===== src/rtl/bus_word_serializer.sv =====
// Captures one bus word plus its per-word valid mask and streams the flagged
// words out most-significant first over a valid/ready handshake.
module bus_word_serializer #(
  parameter  int BUS_SIZE  = 16,
  parameter  int WORD_SIZE = 4,
  localparam int WORD_NUM  = BUS_SIZE / WORD_SIZE,
  parameter  int IDX_W     = 2,
  parameter  int CNT_W     = 8
) (
  input  logic                 clk,
  input  logic                 reset,
  input  logic [BUS_SIZE-1:0]  data_in,
  input  logic [WORD_NUM-1:0]  control_in,
  output logic                 in_ready,
  output logic [WORD_SIZE-1:0] word_out,
  output logic [IDX_W-1:0]     word_idx,
  output logic                 word_last,
  output logic                 word_valid,
  input  logic                 word_ready,
  output logic [CNT_W-1:0]     drop_count
);

  typedef enum logic {IDLE, SEND} state_t;

  state_t              state_q, state_d;
  logic [BUS_SIZE-1:0] data_q, data_d;
  logic [WORD_NUM-1:0] mask_q, mask_d;
  logic [CNT_W-1:0]    drop_q, drop_d;

  logic [IDX_W-1:0]    hi_idx;
  logic                one_left;
  logic                offer;
  logic                transfer;
  logic                capture;

  // Ascending scan: the last set bit seen is the most significant pending word.
  always_comb begin
    hi_idx = '0;
    for (int i = 0; i < WORD_NUM; i++) begin
      if (mask_q[i]) hi_idx = IDX_W'(i);
    end
  end

  assign one_left   = (mask_q != '0) && ((mask_q & (mask_q - WORD_NUM'(1))) == '0);
  assign word_valid = (state_q == SEND);
  assign word_out   = word_valid ? data_q[hi_idx*WORD_SIZE +: WORD_SIZE] : '0;
  assign word_idx   = word_valid ? hi_idx : '0;
  assign word_last  = word_valid & one_left;
  assign in_ready   = (state_q == IDLE) | (word_valid & word_last & word_ready);
  assign drop_count = drop_q;

  assign offer    = |control_in;
  assign transfer = word_valid & word_ready;
  assign capture  = offer & in_ready;

  // NOTE: every variable gets its hold value first, so no path can infer a latch.
  always_comb begin
    state_d = state_q;
    data_d  = data_q;
    mask_d  = mask_q;
    drop_d  = drop_q;

    if (transfer) begin
      mask_d[hi_idx] = 1'b0;
      if (word_last) state_d = IDLE;
    end

    // A capture on the final transfer edge overrides the return to IDLE.
    if (capture) begin
      data_d  = data_in;
      mask_d  = control_in;
      state_d = SEND;
    end else if (offer && drop_q != {CNT_W{1'b1}}) begin
      drop_d = drop_q + CNT_W'(1);
    end
  end

  // NOTE: state uses non-blocking assignments so all registers update together
  // from values sampled before the edge; the data register is reset too so the
  // idle outputs are fully defined.
  always_ff @(posedge clk or negedge reset) begin
    if (!reset) begin
      state_q <= IDLE;
      data_q  <= '0;
      mask_q  <= '0;
      drop_q  <= '0;
    end else begin
      state_q <= state_d;
      data_q  <= data_d;
      mask_q  <= mask_d;
      drop_q  <= drop_d;
    end
  end

endmodule

===== config.mk =====
export PLATFORM = sky130hd
export DESIGN_NAME = bus_word_serializer
export DESIGN_NICKNAME = d
export VERILOG_FILES = /design/src/rtl/bus_word_serializer.sv
export SDC_FILE = /design/constraint.sdc
export NUM_CORES = 1
export LEC_CHECK = 0
export BUFFER_PORTS_ARGS = -buffer_cell sky130_fd_sc_hd__clkbuf_2
export CAP_MARGIN = 20
export CORE_MARGIN = 10
export CORE_UTILIZATION = 52
export DETAILED_ROUTE_END_ITERATION = 6
export PLACE_DENSITY = 0.86
export SLEW_MARGIN = 20
export SYNTH_ARGS = -nofsm -noshare
export SYNTH_HDL_FRONTEND = slang
export SYNTH_SLANG_ARGS = --single-unit

===== constraint.sdc =====
create_clock -name clk -period 2.7 [get_ports clk]
set_input_delay 0.135 -clock clk [delete_from_list [all_inputs] [get_ports clk]]
set_output_delay 0.135 -clock clk [all_outputs]
set_load 0.02 [all_outputs]

==> flow_summary.toml <==
[status]
status = "finished clean"

[worst_setup_path]
cp_num_buf_inv = 0
crit_slowest_cell = "dfrtp_1"
reg2reg_from = "mask_q[2]"
rrSetupSlack_ns = 0.36
arrival_ns = 2.54
critPathKind = "flip-flop to flip-flop"
worstSetupStartpointType = "flip-flop"
crit_path_cell_trace = "nor4b_1, a211oi_2, o21ai_4, and2_4, mux2_2"
reg2regPathDepth = 5
max_stage_delay_ns = 0.56
reg2reg_to = "data_q[7]"
worst_setup_path_end_kind = "flip-flop"
cp_top_family = "simple AND/OR/NAND/NOR gates"
critPathRequiredTime_ns = 2.90
crit_fanout = 19

[clock_tree]
cts_buffers = 5
htree_num_levels = 2
cts_setup_buffers = 0
root_buffer = "clkbuf_4"
ctsLongestPathBuffers = 2
cts_resized = 0
clkSinkCount = 29
cts_tree = "built"
clk_pin_slew_worst_paths_ns = 0.09
holdBufCountCts = 1
clk_latency_ns = 0.32

[floorplan]
rows = 19
ios = 40
design.die.area_um2 = 5480
core_area_um2 = 2781
floorplan.initialDensity_pct = 54.57
chipHeight_um = 74.03
fp.dieW_um = 74.03

[routing]
drt_first_pass_iters = 4
routed_wirelength_mm = 3.284
wl_per_cell_um = 16.26
postRouteAntennaNets = 0
drc_errors = 0
via_count = 1124
first_iter_violations = 69
top_layer_used = "met4"
vias_per_cell = 5.564
met3_length_um = 186
met2_wirelength_mm = 1.623
met1Wirelength_mm = 1.417

[sta]
max_clock_freq_mhz = 426.8
worstMarginPinSlew_ns = 0.6986
slew_headroom_pct = 53.42
worst_slack_ns = 0.3570
setup_viol = 0
min_period_ns = 2.343
finalCritPeriodShare_pct = 86.78
tns_ns = 0
rsz0062_at_grt = "false"
maxSlewViolCount = 0
skew_ns = 0.009408
hold_violations = 0

[grt]
grt_start_max_net_pins = 30
grt_pass1_wl_mm = 5.506
grt_antenna_before_repair = 0
grt-ovfl-total = 0
grt_pass1_vias = 1182
grt.total_usage_pct = 12.78

[power_and_ir_drop]
power_density_nw_per_um2 = 1400
leakagePower_nw = 0.8345
pwr-share-seq_pct = 35.2
ir_drop_uv = 734.2
clkPwrFrac_pct = 10.7
p_comb_share_pct = 54.1
sw_frac_of_total_pct = 43.13
p_switching_mw = 1.053
p_int_mw = 1.388

[place]
post-place-ws_ns = 0.3998
gp_congestion = 0.9138
placed_area_um2 = 1679
hpwlAfterDp_mm = 2.506
port_buffers = 39

[final_layout]
post-route-util_pct = 62.71
drive_above_1_share_pct = 39.77
finalNetCount = 195
fillers = 243
area_growth_pct = 14.92
n_antenna_cell = 0
final_area_um2 = 1744

[yosys]
yosysSeqAreaShare_pct = 47.82
yosys_register_bits = 29
synth_nets = 157
synth_area_per_cell_um2 = 11.41
synth_top_cell_by_area = "dfrtp_1"
synth_cell_types = 32
synth.top_cell.area_share_pct = 47.82
synthTopCellsByArea = "dfrtp_1 48%, mux2_2 8.2%, mux2_4 6.9%"
yosysWarnings = 0
syn-instance-count = 133
netlist_area_um2 = 1518

[worst_hold_path]
hp-start = "data_in[13]"
hold_depth = 2
hold_class = "primary input to flip-flop"
min_to = "data_q[13]"

[run]
cap_viol_max_count = 0
[per-stage QoR]
stage	hold slack [ns]	instances	total power [mW]
detailed placement	0.2139	194	2.198
CTS	0.03369	202	2.463
global route	0.02429	202	2.628
floorplan	-0.1606	133	1.907
global placement	0.2057	194	2.139
finish	0.04035	202	2.441
[worst max-delay path by stage]
stage	startpoint	to	depth (start not counted)
after floorplan	mask_q[1]	data_q[10]	8
after global placement	mask_q[2]	data_q[1]	5
after detailed placement	mask_q[2]	data_q[0]	5
after CTS	mask_q[2]	data_q[7]	5
after global routing	mask_q[2]	data_q[7]	5
final	mask_q[2]	data_q[7]	5
[layer usage]
metal	vias to the layer above	global-route usage [%]
met1	539	15.68
met5	-	0
li1	543	-
met4	0	5.797
met2	33	19.89
met3	9	4.255
[kinds of logic after synthesis]
group | count (synthesis) | share of synthesized area (%)
compound gates | 19 | 8.492
xor+xnor | 7 | 4.040
fa+ha+maj | 1 | 0.8243
buf+inv | 11 | 5.523
flops | 29 | 47.82
mux | 23 | 18.38
simple gates | 43 | 14.92
[power groups by stage]
stage | Sequential [mW] | Combinational (mW) | Clock (mW)
2_1_floorplan | 0.827 | 1.08 | 0
3_3_place_gp | 0.846 | 1.29 | 0
3_5_place_dp | 0.863 | 1.33 | 0
4_1_cts | 0.856 | 1.34 | 0.269
5_1_grt | 0.891 | 1.45 | 0.291
6_report | 0.860 | 1.32 | 0.262
[synth_stat cells]
cell       n
a211oi_2   1
a21oi_1    4
a22o_1     1
and2_1     4
and2_4     1
and4_1     1
buf_12     1
buf_2      3
buf_6      3
clkbuf_1   3
dfrtp_1   29
ha_1       1
inv_1      1
mux2_2    11
mux2_4     7
mux2i_1    5
nand2_1   12
nand2b_1   1
nand3_1    3
nand4_1    3
nor2_1     7
nor2b_1    2
nor3_1     5
nor4_1     1
nor4b_1    2
o21a_1     2
o21ai_0    8
o21ai_4    1
o31ai_1    1
o41ai_1    1
or4_4      1
xor2_1     7
[registers in the layout, indices dropped and copies added (netlist names)]
signal,flops
data_q,16
word_valid,1
mask_q,4
drop_count,8
[layout by cell type, fill, tap and decap left out]
cell type      netlist  routed
a211oi_2             1       1
a21oi_1              4       4
a22o_1               1       1
and2_1               4       4
and2_4               1       1
and4_1               1       1
buf_4                0       1
clkbuf_1             3       1
clkbuf_2             0      39
clkbuf_4             0       5
clkbuf_8             0       1
dfrtp_1             29      29
dlygate4sd3_1        0       1
ha_1                 1       1
inv_1                1       1
mux2_2              11      11
mux2_4               7       7
mux2i_1              5       5
nand2_1             12      12
nand2b_1             1       1
nand3_1              3       3
nand4_1              3       3
nor2_1               7       7
nor2b_1              2       2
nor3_1               5       5
nor4_1               1       1
nor4b_1              2       2
o21a_1               2       2
o21ai_0              8       8
o21ai_4              1       1
o31ai_1              1       1
o41ai_1              1       1
or4_4                1       1
xor2_1               7       7
[cell type report]
| class | count | area (µm²) | area share, % |
|---|---|---|---|
| Timing Repair Buffer | 41 | 212.7 | 12.20 |
| Inverter | 1 | 3.754 | 0.2152 |
| Sequential cell | 29 | 725.7 | 41.61 |
| Tap cell | 31 | 38.79 | 2.224 |
| Multi-Input combinational cell | 93 | 708.2 | 40.60 |
| Clock buffer | 7 | 55.05 | 3.156 |
Note: power is estimated with default switching activity, not from simulation.
